**src/rtl/numberle_pkg.sv**
```systemverilog
// Shared definitions for the numberle game blocks: keypad codes, guess width
// and the guess-entry FSM states.
package numberle_pkg;

   localparam int DIGITS = 4;

   localparam logic [3:0] KEY_BACK  = 4'hA;
   localparam logic [3:0] KEY_CLEAR = 4'hB;
   localparam logic [3:0] KEY_ENTER = 4'hF;

   typedef enum logic [1:0] {
      ENTRY  = 2'd0,
      SUBMIT = 2'd1,
      LOCKED = 2'd2
   } state_e;

endpackage

```
**src/rtl/key_decoder.sv**
```systemverilog
// Classifies a keypad code; codes 0xC-0xE assert nothing and are thereby ignored.
module key_decoder
   import numberle_pkg::*;
(
   input  logic [3:0] key_code,
   output logic       is_digit,
   output logic       is_back,
   output logic       is_clear,
   output logic       is_enter
);

   assign is_digit = (key_code <= 4'h9);
   assign is_back  = (key_code == KEY_BACK);
   assign is_clear = (key_code == KEY_CLEAR);
   assign is_enter = (key_code == KEY_ENTER);

endmodule

```
**src/rtl/guess_entry.sv**
```systemverilog
// Keypad guess entry for the numberle game: builds a four-digit BCD guess,
// submits it on enter and locks the game once solved or out of tries.
module guess_entry
   import numberle_pkg::*;
#(
   parameter int MAX_TRIES = 4
) (
   input  logic        clock,
   input  logic        resetn,
   input  logic        key_valid,
   input  logic [3:0]  key_code,
   input  logic        solved,
   input  logic        new_game,
   output logic [15:0] entry,
   output logic [2:0]  count,
   output logic [15:0] guess,
   output logic        submit,
   output logic [3:0]  try,
   output logic        locked
);

   localparam logic [3:0] TRY_MAX = 4'(MAX_TRIES);
   localparam logic [2:0] CNT_MAX = 3'(DIGITS);

   state_e      state_q, state_d;
   logic [15:0] entry_q, entry_d;
   logic [2:0]  count_q, count_d;
   logic [15:0] guess_q, guess_d;
   logic        submit_q, submit_d;
   logic [3:0]  try_q, try_d;
   logic        locked_q, locked_d;

   logic is_digit, is_back, is_clear, is_enter;

   key_decoder u_key_decoder (
      .key_code (key_code),
      .is_digit (is_digit),
      .is_back  (is_back),
      .is_clear (is_clear),
      .is_enter (is_enter)
   );

   always_comb begin
      state_d  = state_q;
      entry_d  = entry_q;
      count_d  = count_q;
      guess_d  = guess_q;
      submit_d = 1'b0;
      try_d    = try_q;
      locked_d = locked_q;

      if (new_game) begin
         state_d  = ENTRY;
         entry_d  = '0;
         count_d  = '0;
         guess_d  = '0;
         try_d    = '0;
         locked_d = 1'b0;
      end else begin
         case (state_q)
            ENTRY: begin
               if (key_valid) begin
                  if (is_digit && count_q < CNT_MAX) begin
                     // First digit lands in the most significant nibble.
                     for (int i = 0; i < DIGITS; i++)
                        if (count_q == 3'(i))
                           entry_d[4*(DIGITS-1-i) +: 4] = key_code;
                     count_d = count_q + 3'd1;
                  end else if (is_back && count_q != 3'd0) begin
                     for (int i = 0; i < DIGITS; i++)
                        if (count_q == 3'(i + 1))
                           entry_d[4*(DIGITS-1-i) +: 4] = 4'h0;
                     count_d = count_q - 3'd1;
                  end else if (is_clear) begin
                     entry_d = '0;
                     count_d = '0;
                  end else if (is_enter && count_q == CNT_MAX && try_q < TRY_MAX) begin
                     state_d  = SUBMIT;
                     guess_d  = entry_q;
                     try_d    = try_q + 4'd1;
                     submit_d = 1'b1;
                     entry_d  = '0;
                     count_d  = '0;
                  end
               end
            end
            SUBMIT: begin
               // try_q already counts this guess, so equality means no tries remain.
               if (solved || try_q == TRY_MAX) begin
                  state_d  = LOCKED;
                  locked_d = 1'b1;
               end else begin
                  state_d = ENTRY;
               end
            end
            LOCKED: ;
            default: state_d = ENTRY;
         endcase
      end
   end

   always_ff @(posedge clock) begin
      if (!resetn) begin
         state_q  <= ENTRY;
         entry_q  <= '0;
         count_q  <= '0;
         guess_q  <= '0;
         submit_q <= 1'b0;
         try_q    <= '0;
         locked_q <= 1'b0;
      end else begin
         state_q  <= state_d;
         entry_q  <= entry_d;
         count_q  <= count_d;
         guess_q  <= guess_d;
         submit_q <= submit_d;
         try_q    <= try_d;
         locked_q <= locked_d;
      end
   end

   assign entry  = entry_q;
   assign count  = count_q;
   assign guess  = guess_q;
   assign submit = submit_q;
   assign try    = try_q;
   assign locked = locked_q;

endmodule

```
**config.mk**
```make
export PLATFORM = sky130hd
export DESIGN_NAME = guess_entry
export DESIGN_NICKNAME = d
export VERILOG_FILES = /design/src/rtl/numberle_pkg.sv /design/src/rtl/key_decoder.sv /design/src/rtl/guess_entry.sv
export SDC_FILE = /design/constraint.sdc
export NUM_CORES = 1
export LEC_CHECK = 0
export CORE_MARGIN = 2
export CORE_UTILIZATION = 40
export DETAILED_ROUTE_END_ITERATION = 7
export PLACE_DENSITY = 0.73
export SLEW_MARGIN = 20
export SYNTH_ARGS = -nofsm -noshare
export SYNTH_HDL_FRONTEND = slang
export SYNTH_SLANG_ARGS = --single-unit
export TNS_END_PERCENT = 1
```
**constraint.sdc**
```tcl
create_clock -name clock -period 2.5 [get_ports clock]
set_input_delay 0.375 -clock clock [delete_from_list [all_inputs] [get_ports clock]]
set_output_delay 0.375 -clock clock [all_outputs]
set_load 0.01 [all_outputs]
```
==> results of run 1 <==
[path summary, 6_finish.rpt]
kind,start,to,slack (ns),depth (start not counted)
min reg2reg,locked,locked,0.45,2
max reg2reg,count[0],guess[13],0.39,7
min,locked,locked,0.45,2
max,count[0],guess[13],0.39,7
[sequential cells by signal, indices dropped and copies added, names as in the netlist]
name     flops
locked       1
state_q      2
count        3
entry       16
try          4
guess       16
submit       1
[cells by family after synthesis]
group,after synthesis
AOI/OAI and AO/OA,21
xor gates and xnor gates,1
adders and majority gates,8
buffers and inverters,18
DFF,43
muxes,34
and+or+nand+nor,66
[worst max-delay path, delay by kind of cell (launching register included)]
family        cells  cell delay (ns)
simple gates      3             1.00
buf+inv           2             0.18
mux               1             0.25
fa+ha+maj         1             0.19
flops             1             0.37
[metal layers]
metal | global-route usage | part of all wire | vias to the layer above
li1 | - | - | 764
met1 | 0.2002 | 0.47 | 689
met2 | 0.2553 | 0.46 | 42
met3 | 0.05663 | 0.059 | 6
met4 | 0.05556 | 0.013 | 0
met5 | 0 | 0 | -
[Yosys cell counts, types with 2 or more instances]
library cell | count | area share
dfxtp_1 | 43 | 0.45
mux2i_1 | 34 | 0.18
nor2_1 | 28 | 0.055
nand2_1 | 21 | 0.041
inv_1 | 9 | 0.018
ha_1 | 8 | 0.052
a21oi_1 | 5 | 0.013
clkbuf_1 | 4 | 0.0078
nand3_1 | 3 | 0.0078
nor3_1 | 3 | 0.0078
o21ai_1 | 3 | 0.0078
nand2b_1 | 2 | 0.0065
o211ai_4 | 2 | 0.022
o21ai_0 | 2 | 0.0052
o221ai_4 | 2 | 0.027
[metrics by stage]
stage / worst slack [ns] / utilization / power, mW
floorplan: 0.1869 / - / 0.7795
global placement: 0.1779 / 0.5377 / 0.8314
detailed placement: 0.1489 / 0.5377 / 0.8340
CTS: 0.3829 / 0.5560 / 1.261
global route: 0.2194 / 0.5560 / 1.300
finish: 0.3861 / 0.5560 / 1.249
[power by group]
group	internal [mW]	leakage [nW]	switching, mW
clock	0.195	0.0412	0.237
combinational	0.0577	0.581	0.0654
sequential	0.689	0.347	0.00482
[final cells by class]
class	count	area share
Sequential cell	43	0.3322
Clock buffer	6	0.02801
Multi-Input combinational cell	130	0.3771
Inverter	10	0.01449
Clock inverter	2	0.004829
Tap cell	54	0.02607
Timing Repair Buffer	57	0.2173
==> results.toml, run 1 <==
[sta]
fin_setup_tns_ns = 0
post-route-period-util = 0.8456
tightest_slew_ns = 0.5433
fin_crit_ns = 2.114
slew_headroom = 0.6378
setup_viol = 0
finalClockSkew_ns = 0.005239
whs_ns = 0.4537
rsz0062_at_grt = "false"
clock.fmax_ghz = 0.4731
hold_viol_final = 0
report.final.slew_viol_count = 0

[setup_path]
critPathRequiredTime_ns = 2.68
cp-start-kind = "flip-flop"
slowest_delay_ns = 0.58
cpMaxStageDelayCell = "or4_4"
cp_cell_sequence = "inv_1 -> ha_1 -> inv_2 -> or4_4 -> nor2_8 -> mux2i_1 -> nor2_1"
path_max_fanout = 19
crit_path_end_kind = "flip-flop"
worstSetupPathType = "reg -> reg"
crit_arrival_ns = 2.29

[finish]
num_antenna_cells = 0
nets = 264
drive_gt1_frac = 0.09677
final_cell_mix = "clkdlybuf4s50_1, dfxtp_1, mux2i_1"
final_cells = 302
fillCellCount = 435
multi_input_area_um2 = 977.2
regArea_um2 = 860.8
area_growth_pct = 35.09
final_common_cell = "clkdlybuf4s50_1"
design_area_mm2 = 0.002591

[placement]
routabilityCongestion = 0.8126
portBuffers = 49
dp.cells = 294
place_area_mm2 = 0.002506
hpwlAfterDp_um = 3028

[synthesis]
synthSimpleGateAreaFrac = 0.1650
synth-compound-area-share = 0.1102
synthArstFlopShare = 0
syn_avg_cell_area_um2 = 10.04
ys_warn_count = 0
synth_cell_types = 37
ys.flop_type = "dfxtp_1"
syn_area_mm2 = 0.001918
synthAdderAreaFrac = 0.05219
synth-seq-cells = 43
synth_edf_count = 0
seq_area_frac_synth = 0.4488
syn-instance-count = 191
synth-xor-area-share = 0.004566
syn_nets = 208
synth_mux_area_frac = 0.1774
synth_top_family_by_area = "multiplexers"

[clocking]
clockBufferDepth = 2
clock_latency_ns = 0.30
cts_buffers = 5
cts_tree = "built"
clkTransAtPathRegs_ns = 0.08
postCtsSetupBuffers = 0
ctsHoldBuffers = 0
root_buffer = "clkbuf_8"
htreeDepth = 2
clock-sinks = 43
cts.repair.resized = 0

[detailed_routing]
first_iter_violations = 69
routed_wl_um = 4029
drc_errors = 0
vias = 1501
dr.pass1.iters = 4
avgRoutedWirePerCell_um = 13.34
ant_nets = 0
avgViaCountPerCell = 4.970

[status]
status = "completed"

[global_routing]
grt-ovfl-total = 0
grt_pass1_vias = 1456
antenna_found_initial = 0
grt_max_degree = 20
grt_usage = 0.1601
grt_pass1_wl_um = 6499

[job]
maxCapViolations = 0

[floorplan]
die_area_mm2 = 0.005365
io_pins = 50
initial_core_util = 0.4115
die_w_um = 73.25
rows = 25
core-area_mm2 = 0.004661
die-height_um = 73.25

[power]
power_leakage_nw = 0.9691
peakVddDrop_mv = 0.2680
powerDensity_mw_per_mm2 = 482.0

[hold_path]
hp-class = "reg -> reg"
Note: power is estimated with default switching activity, not from simulation.
==> run 2: changes to the inputs <==
--- a/config.mk
+++ b/config.mk
@@ -8,7 +8,7 @@
 export CORE_MARGIN = 2
 export CORE_UTILIZATION = 40
 export DETAILED_ROUTE_END_ITERATION = 7
-export PLACE_DENSITY = 0.73
+export PLACE_DENSITY = 0.75
 export SLEW_MARGIN = 20
 export SYNTH_ARGS = -nofsm -noshare
 export SYNTH_HDL_FRONTEND = slang
==> constraint.sdc (replaced) <==
create_clock -name clock -period 1.75 [get_ports clock]
set_input_delay 0.2625 -clock clock [delete_from_list [all_inputs] [get_ports clock]]
set_output_delay 0.2625 -clock clock [all_outputs]
set_load 0.01 [all_outputs]
==> run 2 against run 1 <==
First-iteration DRC count fell by 20%. The run now ends with negative setup slack left. Global-route usage rose by 2.3 points. Sequential share of layout area fell by 2.9 points. Clock power rose by 78%.
==> results.toml, run 2 (synthesis gave the netlist of run 1 again) <==
[setup_path]
crit_arrival_ns = 2.04
slowest_delay_ns = 0.48
cp_cell_sequence = "inv_4 -> ha_4 -> inv_2 -> or4_4 -> a21oi_4 -> buf_12 -> o221ai_4 -> mux2i_1"
worstSetupPathType = "reg -> reg"
critPathRequiredTime_ns = 1.93
path_max_fanout = 5
cp-start-kind = "flip-flop"
cpMaxStageDelayCell = "or4_4"
crit_path_end_kind = "flip-flop"

[finish]
final_common_cell = "clkdlybuf4s50_1"
area_growth_pct = 49.77
drive_gt1_frac = 0.2007
final_cell_mix = "clkdlybuf4s50_1, dfxtp_1, mux2i_1"
nets = 285
final_cells = 323
num_antenna_cells = 0
fin_util = 0.6164

[power]
powerDensity_mw_per_mm2 = 686.8
peakVddDrop_mv = 0.4944
power_mw = 1.973
power_leakage_nw = 1.149

[detailed_routing]
avgViaCountPerCell = 4.957
routed_wl_um = 4457
drc_errors = 0
dr.pass1.iters = 4
avgRoutedWirePerCell_um = 13.80
first_iter_violations = 55
vias = 1601
ant_nets = 0

[global_routing]
grt_pass1_vias = 1627
grt_max_degree = 21
grt_pass1_wl_um = 7555
antenna_found_initial = 0
grt_usage = 0.1831
grt-ovfl-total = 0

[floorplan]
io_pins = 50
die-height_um = 73.25
rows = 25
core-area_mm2 = 0.004661
die_area_mm2 = 0.005365
initial_core_util = 0.4115
die_w_um = 73.25

[sta]
clock.fmax_ghz = 0.5365
post-route-period-util = 1.065
tightest_slew_ns = 0.4449
fin_setup_tns_ns = -1.510
slew_headroom = 0.6994
rsz0062_at_grt = "true"
report.final.slew_viol_count = 0
fin_crit_ns = 1.864
setup_slack_ns = -0.1140
finalClockSkew_ns = 0.005878
hold_viol_final = 0
setup_viol = 18
whs_ns = 0.4473

[clocking]
root_buffer = "clkbuf_8"
clock-sinks = 43
clock_latency_ns = 0.30
cts_tree = "built"
clockBufferDepth = 2
clkTransAtPathRegs_ns = 0.08
cts_buffers = 5
htreeDepth = 2

[hold_path]
hp-class = "reg -> reg"

[placement]
routabilityCongestion = 0.8523
hpwlAfterDp_um = 3328
portBuffers = 49
dp.cells = 313

[status]
failed_checks = "negative setup slack"
status = "finished, violations left"

[job]
maxCapViolations = 0
## run 2: power by group
part           internal [mW]  switching, mW  total, mW  leakage, nW
clock network          0.425          0.344      0.769       0.0581
logic                  0.112          0.104      0.217        0.741
registers              0.982        0.00578      0.988        0.349
## run 2: per-stage QoR
step / setup slack (ns) / area, um^2
after floorplan: -0.2595 / 1951
after global placement: -0.4141 / 2713
after detailed placement: -0.4401 / 2713
after CTS: -0.1388 / 2833
after global routing: -0.1922 / 2873
final: -0.1140 / 2873
## run 2: metal layers
layer  wire [um]  vias up  track usage
met5           0        -            0
li1            -      806            -
met3         225        4      0.05663
met4          34        0      0.05350
met1        1982      750       0.2213
met2        2214       41       0.3113
## run 2: layout make-up
type                    count  area, um^2
well taps                  54       67.56
inverters                  10       42.54
fillers                   400        1788
clock inverters             3       43.79
multi-input cells         130       993.5
clock buffers               5       68.82
flip-flops and latches     43       870.8
repair buffers             78       785.8
## run 2: timing repair
action                     4_1_cts  5_1_grt
buffers inserted                 1        0
resized for setup                0        6
hold buffers                     0        0
pin swaps                        3        6
setup endpoints to repair       29       37
gates cloned                     0        1
## run 2: worst paths after layout
path | start | endpoint | slack [ns] | cells after the start
max | count[0] | entry[2] | -0.11 | 8
min | locked | locked | 0.45 | 2
max reg2reg | count[0] | entry[2] | -0.11 | 8
min reg2reg | locked | locked | 0.45 | 2
## run 2: critical path: cells and delay by family (launching register included)
kind,cells,cell delay (ns)
AOI/OAI and AO/OA,2,0.39
adders and majority gates,1,0.13
buffers and inverters,3,0.25
DFF,1,0.35
muxes,1,0.15
and+or+nand+nor,1,0.48
==> run 3: changes to the inputs <==
--- a/config.mk
+++ b/config.mk
@@ -9,6 +9,7 @@
 export CORE_UTILIZATION = 40
 export DETAILED_ROUTE_END_ITERATION = 7
 export PLACE_DENSITY = 0.75
+export REMOVE_ABC_BUFFERS = 1
 export SLEW_MARGIN = 20
 export SYNTH_ARGS = -nofsm -noshare
 export SYNTH_HDL_FRONTEND = slang
==> run 3 against run 2 <==
The flow still finishes with violations (negative setup slack). Register-to-register slack gained 0.03 ns. Count of clock-buffer cells in the layout grew 1. Critical path depth grew 1. Highest routed layer unchanged. Worst hold slack better by 0.00065 ns. Fmax rose by 1.7%. Non-clock buffer count decreased by 1. Power is 5.7% lower. Flip-flop and latch count is the same. Utilization fell by 0.56 points.
==> results.toml, run 3 (synthesis gave the netlist of run 1 again) <==
[status]
status = "finished, violations left"
failed_checks = "negative setup slack"

[clocking]
htreeDepth = 2
cts_buffers = 5
clkTransAtPathRegs_ns = 0.08
clock_latency_ns = 0.30
cts_tree = "built"
clock-sinks = 43
root_buffer = "clkbuf_8"
ctsHoldBuffers = 0
clockBufferDepth = 2

[sta]
report.final.slew_viol_count = 0
setup_slack_ns = -0.08221
setup_viol = 36
tightest_slew_ns = 0.4052
clock.fmax_ghz = 0.5458
rsz0062_at_grt = "true"
finalClockSkew_ns = 0.001975
fin_crit_ns = 1.832
post-route-period-util = 1.047
whs_ns = 0.4480
slew_headroom = 0.7281
hold_viol_final = 0

[floorplan]
io_pins = 50
die_area_mm2 = 0.005365
rows = 25
initial_core_util = 0.4115
core-area_mm2 = 0.004661
die_w_um = 73.25
die-height_um = 73.25

[power]
powerDensity_mw_per_mm2 = 653.9
power_leakage_nw = 1.107
peakVddDrop_mv = 0.3799

[global_routing]
grt_pass1_vias = 1524
grt_max_degree = 21
grt_usage = 0.1811
antenna_found_initial = 0
grt-ovfl-total = 0
grt_pass1_wl_um = 7369

[setup_path]
regToRegSetupSlack_ns = -0.08
reg2reg_depth = 9
crit_path_end_kind = "flip-flop"
critPathRequiredTime_ns = 1.94
reg2reg_from = "count[1]"
crit_arrival_ns = 2.03
reg2reg_to = "count[0]"
worstSetupPathType = "reg -> reg"
path_max_fanout = 4
cp-start-kind = "flip-flop"

[detailed_routing]
maxUsedRoutingLayer = "met4"
route.met3.wl_um = 242
routed_wl_um = 4342
drc_errors = 0
dr_wl_met2_um = 2059
avgRoutedWirePerCell_um = 13.53
ant_nets = 0
dr.pass1.iters = 4
vias = 1585
first_iter_violations = 41
wl_met1_um = 1965
avgViaCountPerCell = 4.938

[placement]
portBuffers = 49
place_area_mm2 = 0.002676
routabilityCongestion = 0.8283
hpwlAfterDp_um = 3139

[finish]
final_cell_mix = "clkdlybuf4s50_1, dfxtp_1, mux2i_1"
design_area_mm2 = 0.002846
final_common_cell = "clkdlybuf4s50_1"
drive_gt1_frac = 0.1873
nets = 284
num_antenna_cells = 0
fillCellCount = 385
area_growth_pct = 48.40

[hold_path]
min_from = "locked"
min_delay_path_depth = 2
min_delay_worst_endpoint = "locked"
hp-class = "reg -> reg"

[job]
maxCapViolations = 0
run 3: worst max path at each step:
| stage | startpoint | end |
|---|---|---|
| 2_1_floorplan | count[0] | entry[4] |
| 3_3_place_gp | key_code[2] | entry[5] |
| 3_5_place_dp | key_code[3] | entry[6] |
| 4_1_cts | count[1] | entry[1] |
| 5_1_grt | count[1] | entry[5] |
| 6_report | count[1] | count[0] |
run 3: metal layers:
layer	vias up	global-route usage
li1	801	-
met1	735	0.2318
met2	40	0.2893
met3	9	0.05525
met4	0	0.06173
met5	-	0
run 3: stage by stage:
stage                     cells  utilization  power [mW]  worst slack [ns]  TNS [ns]
after floorplan             183            -       1.110           -0.5186    -16.57
after CTS                   321       0.6099       1.881          -0.06632    -1.594
final                       321       0.6107       1.861          -0.08221    -1.961
after global routing        321       0.6107       1.943           -0.1789    -5.201
after global placement      310       0.5742       1.211           -0.3888    -12.56
after detailed placement    310       0.5742       1.213           -0.4211    -12.94
run 3: area by class of cell:
type	instances	area, um^2	area share
clock buffers	6	82.58	0.02901
repair buffers	77	794.5	0.2791
inverters	10	37.54	0.01319
flip-flops and latches	43	863.3	0.3033
multi-input cells	130	996.0	0.3499
well taps	54	67.56	0.02374
clock inverters	1	5.005	0.001758
run 3: power by group:
group          leakage [nW]  internal [mW]  switching [mW]
clock network        0.0470          0.310           0.339
registers             0.348          0.984         0.00524
logic                 0.713          0.118           0.105
run 3: what timing repair did:
action                     in CTS  in global routing
gates resized for setup        12                  1
pin swaps                       4                  2
hold endpoints to repair        0                  0
setup endpoints to repair      37                 38
setup buffers                   3                  0
cloned                          1                  0
run 3: critical path, cell delays in order, from the launching register on:
cell and delay, ns:
dfxtp_2 0.33, inv_2 0.08, ha_4 0.15, inv_2 0.04, or4_4 0.45, a21oi_4 0.22
buf_12 0.14, buf_16 0.10, mux2i_1 0.17, nor2_1 0.06
